## config.mk

```make
export PLATFORM = sky130hd
export DESIGN_NAME = coherent_dcache
export DESIGN_NICKNAME = d
export VERILOG_FILES = /design/src/rtl/cpu_types_pkg.sv /design/src/rtl/dcache_frame_array.sv /design/src/rtl/coherent_dcache.sv
export SDC_FILE = /design/constraint.sdc
export NUM_CORES = 2
export LEC_CHECK = 0
export ABC_AREA = 1
export ABC_CLOCK_PERIOD_IN_PS = 12850
export BUFFER_PORTS_ARGS = -buffer_cell sky130_fd_sc_hd__buf_4
export CAP_MARGIN = 5
export CORE_MARGIN = 10
export CORE_UTILIZATION = 30
export CTS_BUF_LIST = sky130_fd_sc_hd__clkbuf_4
export DETAILED_ROUTE_END_ITERATION = 8
export GPL_ROUTABILITY_DRIVEN = 0
export PLACE_DENSITY = 0.48
export SYNTH_ARGS = -nofsm -noshare
export SYNTH_HDL_FRONTEND = slang
export SYNTH_HIERARCHICAL = 1
export SYNTH_SLANG_ARGS = --single-unit
```

## constraint.sdc

```tcl
create_clock -name CLK -period 12.85 [get_ports CLK]
set_clock_uncertainty 0.05 [all_clocks]
set_input_delay 2.57 -clock CLK [delete_from_list [all_inputs] [get_ports CLK]]
set_output_delay 2.57 -clock CLK [all_outputs]
set_load 0.1 [all_outputs]
```

## src/rtl/cpu_types_pkg.sv

```systemverilog
// Shared types for the coherent L1 data cache.
// Covers the MSI line states, the frame layout and the controller states.
package cpu_types_pkg;

  typedef enum logic [1:0] {
    I = 2'b00,
    S = 2'b01,
    M = 2'b10
  } msi_t;

  typedef struct packed {
    msi_t        state;
    logic [29:0] tag;
    logic [31:0] data;
  } dcache_frame_t;

  typedef enum logic [2:0] {
    IDLE  = 3'd0,
    WB    = 3'd1,
    FETCH = 3'd2,
    SNOOP = 3'd3,
    FLUSH = 3'd4,
    DONE  = 3'd5
  } dcache_state_t;

  // The tag is stored right-aligned in 30 bits, so one frame layout works for any set count.
  function automatic logic [29:0] addr_tag(input logic [31:0] addr, input int unsigned idx_w);
    return 30'(addr >> (idx_w + 32'd2));
  endfunction

endpackage

```

## src/rtl/dcache_frame_array.sv

```systemverilog
// Direct-mapped frame storage for the data cache.
// It has one write port and two combinational read ports, one for the CPU and one for the snooper.
module dcache_frame_array
  import cpu_types_pkg::*;
#(
  parameter int SETS = 16,
  parameter int IW   = $clog2(SETS)
) (
  input  logic          CLK,
  input  logic          nRST,
  input  logic          wen,
  input  logic [IW-1:0] widx,
  input  dcache_frame_t wframe,
  input  logic [IW-1:0] cidx,
  output dcache_frame_t cframe,
  input  logic [IW-1:0] sidx,
  output dcache_frame_t sframe
);

  dcache_frame_t frames_r [SETS];

  // Frame storage, cleared to Invalid on reset
  always_ff @(posedge CLK, negedge nRST) begin
    if (!nRST) begin
      for (int i = 0; i < SETS; i++) begin
        frames_r[i] <= '0;
      end
    end else if (wen) begin
      frames_r[widx] <= wframe;
    end
  end

  assign cframe = frames_r[cidx];
  assign sframe = frames_r[sidx];

endmodule

```

## src/rtl/coherent_dcache.sv

```systemverilog
// Direct-mapped write-back L1 data cache with MSI snooping.
// It supplies data cache-to-cache, and on halt it writes back every Modified line.
module coherent_dcache
  import cpu_types_pkg::*;
#(
  parameter int CPUID = 0,
  parameter int SETS  = 16
) (
  input  logic        CLK,
  input  logic        nRST,
  input  logic        halt,
  input  logic        dmemREN,
  input  logic        dmemWEN,
  input  logic [31:0] dmemaddr,
  input  logic [31:0] dmemstore,
  output logic        dhit,
  output logic [31:0] dmemload,
  output logic        flushed,
  output logic        dREN,
  output logic        dWEN,
  output logic [31:0] daddr,
  output logic [31:0] dstore,
  input  logic [31:0] dload,
  input  logic        dwait,
  output logic        cctrans,
  output logic        ccwrite,
  input  logic        ccwait,
  input  logic        ccinv,
  input  logic [31:0] ccsnoopaddr
);

  localparam int IW = $clog2(SETS);
  localparam int TW = 30 - IW;
  localparam logic [IW-1:0] LAST_IDX = IW'(SETS - 1);

  if (CPUID < 0 || SETS < 2 || (SETS & (SETS - 1)) != 0) begin : g_param_check
    $error("coherent_dcache: CPUID must be >= 0 and SETS a power of two >= 2");
  end

  dcache_state_t state_r, ret_r;
  logic          inv_seen_r, flushed_r;
  logic [IW-1:0] flush_idx_r;

  dcache_frame_t cfr_s, sfr_s, wframe_s;
  logic          wen_s;
  logic [IW-1:0] widx_s, cpu_idx_s, req_idx_s, snp_idx_s;
  logic [29:0]   req_tag_s;
  logic          req_s, hit_s, idle_hit_s, victim_dirty_s, snp_hit_s;

  assign req_idx_s = dmemaddr[IW+1:2];
  assign req_tag_s = addr_tag(dmemaddr, IW);
  assign snp_idx_s = ccsnoopaddr[IW+1:2];
  assign cpu_idx_s = (state_r == FLUSH) ? flush_idx_r : req_idx_s;

  assign req_s          = dmemREN | dmemWEN;
  // Only an M line accepts a write; writing an S line is an upgrade miss.
  assign hit_s          = (cfr_s.tag == req_tag_s) &&
                          (dmemWEN ? (cfr_s.state == M) : (cfr_s.state != I));
  assign idle_hit_s     = (state_r == IDLE) && !ccwait && req_s && hit_s;
  assign victim_dirty_s = (cfr_s.state == M) && (cfr_s.tag != req_tag_s);
  assign snp_hit_s      = (sfr_s.state != I) && (sfr_s.tag == addr_tag(ccsnoopaddr, IW));
  assign flushed        = flushed_r;

  dcache_frame_array #(.SETS(SETS), .IW(IW)) u_array (
    .CLK    (CLK),
    .nRST   (nRST),
    .wen    (wen_s),
    .widx   (widx_s),
    .wframe (wframe_s),
    .cidx   (cpu_idx_s),
    .cframe (cfr_s),
    .sidx   (snp_idx_s),
    .sframe (sfr_s)
  );

  // Controller state machine: miss handling, snoop service and the flush walk
  always_ff @(posedge CLK, negedge nRST) begin
    if (!nRST) begin
      state_r     <= IDLE;
      ret_r       <= IDLE;
      inv_seen_r  <= 1'b0;
      flush_idx_r <= '0;
      flushed_r   <= 1'b0;
    end else begin
      case (state_r)
        IDLE: begin
          if (ccwait) begin
            state_r    <= SNOOP;
            ret_r      <= IDLE;
            inv_seen_r <= ccinv;
          end else if (req_s && !hit_s) begin
            state_r <= victim_dirty_s ? WB : FETCH;
          end else if (halt) begin
            state_r     <= FLUSH;
            flush_idx_r <= '0;
          end
        end
        WB: begin
          if (!dwait) state_r <= FETCH;
        end
        FETCH: begin
          if (ccwait) begin
            state_r    <= SNOOP;
            ret_r      <= IDLE;
            inv_seen_r <= ccinv;
          end else if (!dwait) begin
            state_r <= IDLE;
          end
        end
        SNOOP: begin
          if (ccwait) inv_seen_r <= inv_seen_r | ccinv;
          else        state_r    <= ret_r;
        end
        FLUSH: begin
          if (ccwait) begin
            state_r    <= SNOOP;
            ret_r      <= FLUSH;
            inv_seen_r <= ccinv;
          end else if (cfr_s.state != M || !dwait) begin
            if (flush_idx_r == LAST_IDX) begin
              state_r   <= DONE;
              flushed_r <= 1'b1;
            end else begin
              flush_idx_r <= flush_idx_r + IW'(1);
            end
          end
        end
        DONE: begin
          if (ccwait) begin
            state_r    <= SNOOP;
            ret_r      <= DONE;
            inv_seen_r <= ccinv;
          end
        end
        default: state_r <= IDLE;
      endcase
    end
  end

  // Frame update: store hit, victim invalidate, fill, snoop downgrade and flush clean
  always_comb begin
    wen_s    = 1'b0;
    widx_s   = cpu_idx_s;
    wframe_s = cfr_s;
    case (state_r)
      IDLE: begin
        if (idle_hit_s && dmemWEN) begin
          wen_s         = 1'b1;
          wframe_s.data = dmemstore;
        end else begin
          wen_s = 1'b0;
        end
      end
      WB: begin
        if (!dwait) begin
          wen_s          = 1'b1;
          wframe_s.state = I;
        end else begin
          wen_s = 1'b0;
        end
      end
      FETCH: begin
        if (!ccwait && !dwait) begin
          wen_s         = 1'b1;
          wframe_s.tag  = req_tag_s;
          wframe_s.data = dload;
          if (dmemWEN) wframe_s.state = M;
          else         wframe_s.state = S;
        end else begin
          wen_s = 1'b0;
        end
      end
      SNOOP: begin
        widx_s   = snp_idx_s;
        wframe_s = sfr_s;
        if (!ccwait && snp_hit_s) begin
          wen_s = 1'b1;
          if (inv_seen_r || ccinv)  wframe_s.state = I;
          else if (sfr_s.state == M) wframe_s.state = S;
          else                       wframe_s.state = sfr_s.state;
        end else begin
          wen_s = 1'b0;
        end
      end
      FLUSH: begin
        if (!ccwait && cfr_s.state == M && !dwait) begin
          wen_s          = 1'b1;
          wframe_s.state = I;
        end else begin
          wen_s = 1'b0;
        end
      end
      default: wen_s = 1'b0;
    endcase
  end

  // Datapath response and bus/coherence output decode
  always_comb begin
    dhit     = 1'b0;
    dmemload = 32'h0;
    dREN     = 1'b0;
    dWEN     = 1'b0;
    daddr    = 32'h0;
    dstore   = 32'h0;
    cctrans  = 1'b0;
    ccwrite  = 1'b0;
    case (state_r)
      IDLE: begin
        if (idle_hit_s) begin
          dhit     = 1'b1;
          dmemload = cfr_s.data;
        end else begin
          dhit = 1'b0;
        end
      end
      WB: begin
        dWEN   = 1'b1;
        daddr  = {cfr_s.tag[TW-1:0], req_idx_s, 2'b00};
        dstore = cfr_s.data;
      end
      FETCH: begin
        dREN    = 1'b1;
        cctrans = 1'b1;
        ccwrite = dmemWEN;
        daddr   = dmemaddr;
      end
      SNOOP: begin
        if (snp_hit_s && sfr_s.state == M) begin
          cctrans = 1'b1;
          dWEN    = 1'b1;
          daddr   = ccsnoopaddr;
          dstore  = sfr_s.data;
        end else begin
          cctrans = 1'b0;
        end
      end
      FLUSH: begin
        if (cfr_s.state == M) begin
          dWEN   = 1'b1;
          daddr  = {cfr_s.tag[TW-1:0], flush_idx_r, 2'b00};
          dstore = cfr_s.data;
        end else begin
          dWEN = 1'b0;
        end
      end
      default: dhit = 1'b0;
    endcase
  end

endmodule
```

# After elaboration in Yosys (flattened, before gate mapping)
# Cells that the tools add are included.
# word_totals
ff_bits	1036
input_bits	136
output_inout_bits	102
elab_cells	197
# op_classes
add_sub_neg	1
order_cmp	4
n_eq_ne	29
muxes	72
bitwise_logic	6
reduce_logical	32
# op_table
cell	count
$bwmux 1024	1
$bmux 64 s4	2
$mux 64	6
$demux 64 s4	1
$mux 32	7
$pmux 32 s3	2
$pmux 32 s4	1
$eq 30x26->1	2
$pmux 30 s2	1
$mux 3	14
$mux 4	8
$ne 30x26->1	1
$ne 2x2->1 const B	11
$pmux 3 s6	1
$ge 5x5->1 const B	3
$not 4->5	3
$logic_and 1x1->1	14
$mux 1	14
$mux 2	7
$reduce_and 7->1	2
$pmux 3 s3	1
$pmux 2 s4	1
$pmux 4 s2	1
$reduce_and 4->1	2
other kinds (24)	38

# Depth between registers and ports, before layout
# depth
ltp_word	14
mapped_depth	33

# By module
# Netlist, hierarchy kept.
# modules_own_cells
mod	n_inst	cells_per_inst	area_per_inst_um2	seq_area_each_um2
dcache_frame_array	1	8815	59029.1	25624.6
coherent_dcache	1	1097	5307.6	275.3

# Worst setup path before layout
# OpenSTA, ideal clock, no wires.
# synth_path
path_kind	input to output
startpoint	input ccsnoopaddr[2]
endpoint	output daddr[2]
t_arrival_ns	6.551
t_required_ns	10.230
path_slack_ns	3.679
path_stages	16
path_buffers	3
cell_sequence	buf_4 -> buf_4 -> clkbuf_1 -> nand2_1 -> nand3_1 -> nand3_1 -> nand3_1 -> nand2_1 -> xor2_1 -> nor3_1 -> nand2_1 -> nor2_1 -> nand2_1 -> nor2_1 -> nand2_1 -> o31ai_1
# synth_lines
element	line	source
start, declared	coherent_dcache.sv:29	input logic [31:0] ccsnoopaddr
end, declared	coherent_dcache.sv:21	output logic [31:0] daddr,

==> impl_table.tex <==
\begin{tabular}{lr}
\hline
Metric & Value \\
\hline
\multicolumn{2}{l}{\textbf{Layout}} \\
\quad Share of final-layout standard cells stronger than drive strength 1 & 8.55\% \\
\quad Layout net count & approximately 10,000 \\
\quad Fill count & $\sim$23,000 \\
\quad Area growth syn-to-layout & 10.8\% \\
\quad Utilization after layout & around a third \\
\quad Post-layout instance area & 71,300 sq um \\
\multicolumn{2}{l}{\textbf{Placement}} \\
\quad Setup slack at placement & between 1.5 and 2 ns \\
\quad Placed wire-length estimate & roughly 160 mm \\
\quad Quantity of I/O buffers inserted on ports & roughly 240 \\
\quad Instance area after placement & around 68,000 sq um \\
\multicolumn{2}{l}{\textbf{STA}} \\
\quad Setup TNS after final layout & 0 ns \\
\quad Total setup violations reported at the end of the flow & 0 \\
\quad Pins over their slew limit & 0 \\
\quad Unrepaired setup endpoints after global routing & false \\
\quad Final period demand of the worst path & between 10 and 15 ns \\
\quad Final Hold Fails & 0 \\
\quad Worst Slack Setup Final & 1.52 ns \\
\quad Worst slew margin relative to its limit & between 15 and 20\% \\
\quad Final worst-path cycle share & between 80\% and 90\% \\
\quad Slew at the pin closest to its max-slew limit & between 1 and 1.5 ns \\
\quad Max Freq & 88.3 MHz \\
\multicolumn{2}{l}{\textbf{Clock network}} \\
\quad Cells resized by post-CTS repair & 0 \\
\quad CTS hold repair buffers & 0 \\
\quad Library cell used as clock root buffer & sky130\_fd\_sc\_hd\_\_clkbuf\_4 \\
\quad Clock tree from TritonCTS & built \\
\quad Later-pin clock latency in the skew report & between 1 and 1.5 ns \\
\quad Clock sink count & $\sim$1,000 \\
\quad Clock-pin slew on the worst setup and hold paths & about 0.05 ns \\
\quad Level count of the clock H-tree & 5 \\
\quad Num CTS Buffers & approximately 320 \\
\quad Buffer levels on the longest clock path & 4 \\
\quad Post CTS Setup Buffer Count & 0 \\
\multicolumn{2}{l}{\textbf{Yosys}} \\
\quad Yosys Warn Count & 6 \\
\quad Most used flip-flop cell after synthesis & sky130\_fd\_sc\_hd\_\_dfrtp\_1 \\
\quad Number of synthesized register bits & about 1,000 \\
\quad Post-synthesis cell type count & 40 \\
\quad Synth Net Count & about 10,000 \\
\quad Synthesized netlist cell count & 9,912 \\
\quad EDFF count, synth & 0 \\
\quad Synthesized area per cell & $\sim$6.5 sq um \\
\quad Ys async rst share & 100\% \\
\quad Portion of the post-synthesis area used by sequential elements & around two fifths \\
\quad Post-Synthesis Cell Area & about 64,000 sq um \\
\multicolumn{2}{l}{\textbf{Worst setup path}} \\
\quad Crit path max fanout & 106 \\
\quad Required time reported for the critical path endpoint & $\sim$10 ns \\
\quad Launch point of the worst reg-to-reg path & state\_r[2]\$\_DFFE\_PN0P\_ \\
\quad Worst Path Class, Setup & input pin to output pin \\
\quad Arr. time, crit path & approximately 8.7 ns \\
\quad Type of element capturing the critical path & output pin \\
\quad Sort of element at the start of the critical path & input pin \\
\quad Startpoint of the worst setup timing path & dmemaddr[3] \\
\quad Reg2Reg Setup Slack & about 3.4 ns \\
\multicolumn{2}{l}{\textbf{GRT}} \\
\quad First-pass GRT wire length & $\sim$420 mm \\
\quad Overall overflow remaining after global route & 0 \\
\quad Initial antenna violation count & 8 \\
\quad GRT Resource Usage Total & 23.1\% \\
\quad Largest net degree at the start of global routing & about 180 \\
\quad Vias in the first global route & around 65,000 \\
\multicolumn{2}{l}{\textbf{Die}} \\
\quad DIE HEIGHT & between 400 and 500 microns \\
\quad Core Region & $\sim$210,000 sq um \\
\quad Initial cell density of the core & $\sim$30\% \\
\quad Floorplan die width & between 400 and 500 microns \\
\quad Number of placement rows & 169 \\
\quad Top-level I/O count & 238 \\
\quad Die footprint & approximately 230,000 sq um \\
\multicolumn{2}{l}{\textbf{Routing}} \\
\quad Mean number of vias per cell & between 5 and 6 \\
\quad DRC errors left & 0 \\
\quad Total Wirelength & 281 mm \\
\quad Number of nets with antenna violations after detailed routing & 0 \\
\quad Count of vias placed by the detailed router & between 60,000 and 70,000 \\
\quad Detail-routed net length per standard cell & about 22 microns \\
\quad Detailed Routing Iterations Pass 1 & 7 \\
\quad Number of DRC markers after the initial detailed-route iteration & approximately 7,400 \\
\multicolumn{2}{l}{\textbf{Hold path}} \\
\quad Kind of path behind the tightest hold check & register to register \\
\quad Startpoint of the lowest-slack hold path & u\_array/frames\_r[575]\$\_DFFE\_PN0P\_ \\
\multicolumn{2}{l}{\textbf{Pwr}} \\
\quad Static Leak & between 0.03 and 0.04 uW \\
\quad Final Total Pwr & 16,600 uW \\
\quad Total power density per cell area & about 230 nW/um\^{}2 \\
\quad Peak supply drop & 0.115 mV \\
\multicolumn{2}{l}{\textbf{Status}} \\
\quad Result of the run & completed \\
\multicolumn{2}{l}{\textbf{Run}} \\
\quad Maximum Capacitance Violations & 0 \\
\hline
\end{tabular}
## cells in the mapped netlist, drive strengths merged (2+ instances only)
cell type	n	area (sq um)
a211oi	3	22.5
a21oi	40	200
a221oi	21	184
a22oi	3	22.5
buf	486	2470
clkbuf	219	822
dfrtp	1035	25900
inv	1301	4880
nand2	3574	13400
nand3	1877	9390
nand4	42	269
nor2	137	596
nor3	5	36.3
o2111ai	2	17.5
o211ai	14	105
o21ai	1045	5230
o21bai	3	22.5
o221ai	14	123
o22ai	61	382
o31ai	3	22.5
or2	3	18.8
xnor2	7	61.3
xor2	9	78.8
## sequential cells by signal, indices dropped and copies added, names as in the netlist
signal,count
inv_seen_r,1
flushed,1
u_array/frames_r,1024
flush_idx_r,4
ret_r,2
state_r,3
## worst max-delay path, stage by stage
cell and delay, ns:
sky130_fd_sc_hd__buf_4 0.14, sky130_fd_sc_hd__nand2_1 0.10, sky130_fd_sc_hd__nand2_4 0.32, sky130_fd_sc_hd__inv_8 0.70, sky130_fd_sc_hd__buf_12 0.62, sky130_fd_sc_hd__nand3_1 0.15
sky130_fd_sc_hd__nand3_1 0.12, sky130_fd_sc_hd__nand3_1 0.12, sky130_fd_sc_hd__nand2_1 0.23, sky130_fd_sc_hd__inv_1 0.08, sky130_fd_sc_hd__nand2_1 0.06, sky130_fd_sc_hd__nand2_1 0.07
sky130_fd_sc_hd__nor2_1 0.12, sky130_fd_sc_hd__nand2_1 0.07, sky130_fd_sc_hd__nor2_1 0.11, sky130_fd_sc_hd__nand2_1 0.13, sky130_fd_sc_hd__nor2_1 0.56, sky130_fd_sc_hd__nand2_1 0.36
sky130_fd_sc_hd__inv_2 0.55, sky130_fd_sc_hd__nand2_1 0.76, sky130_fd_sc_hd__nor2_1 0.31, sky130_fd_sc_hd__buf_4 0.33
## cell type report
type / count / area, sq um / area share [%]
inverter: 1302 / 4930 / 6.92
multi-input combinational: 6870 / 30400 / 42.7
clock buffer: 439 / 3300 / 4.62
antenna: 6 / 15.0 / 0.0211
tap: 2821 / 3530 / 4.95
timing repair buffer: 350 / 2930 / 4.11
sequential: 1035 / 25900 / 36.3
clock inverter: 62 / 269 / 0.377
## power breakdown
part / internal [uW] / switching (uW)
clock: 1570 / 1540
combinational: 2070 / 6330
sequential: 4570 / 537
total: 8220 / 8410
## cells by family after synthesis
kind of cell / count (synthesis) / synth area share [%]
buffers and inverters: 2007 / 12.7
XOR/XNOR: 16 / 0.218
adder cells (fa/ha/maj): 1 / 0.0194
AND/OR/NAND/NOR: 5641 / 36.9
flip-flops: 1035 / 40.3
AO/OA/AOI/OAI: 1212 / 9.89
## per-layer routing
metal / track usage, % / part of all wire, %
met5: 0 / 0.0064
met4: 12.6 / 5.4
met3: 3.78 / 7.8
met2: 37.1 / 45
met1: 29.5 / 41
## placed cells by master (no fill, tap or decap), drive strengths merged, types with 14 or more instances in the layout
master  synthesis  routed
a21oi          40      40
a221oi         21      21
buf           486     350
clkbuf        219     439
clkinv          1      58
dfrtp        1035    1035
inv          1301    1305
nand2        3574    3574
nand3        1877    1877
nand4          42      42
nor2          137     137
o211ai         14      14
o21ai        1045    1045
o221ai         14      14
o22ai          61      61
## metrics by stage
| step | cells | hold WS (ns) |
|---|---|---|
| finish | 12885 | 0.430 |
| global route | 12885 | 0.448 |
| floorplan | 9912 | 0.391 |
| CTS | 12879 | 0.432 |
| detailed placement | 12378 | 0.418 |
| global placement | 12378 | 0.405 |
## path summary, 6_finish.rpt
path | to | cells after the start
worst max-delay path | dmemload[28] | 22
worst min-delay path | u_array/frames_r[575]$_DFFE_PN0P_ | 2
worst max register to register | u_array/frames_r[610]$_DFFE_PN0P_ | 26
worst min register to register | u_array/frames_r[575]$_DFFE_PN0P_ | 2
max in group asynchronous | u_array/frames_r[854]$_DFFE_PN0P_ | 3
min in group asynchronous | u_array/frames_r[71]$_DFFE_PN0P_ | 1
(Power assumes the default switching activity.)
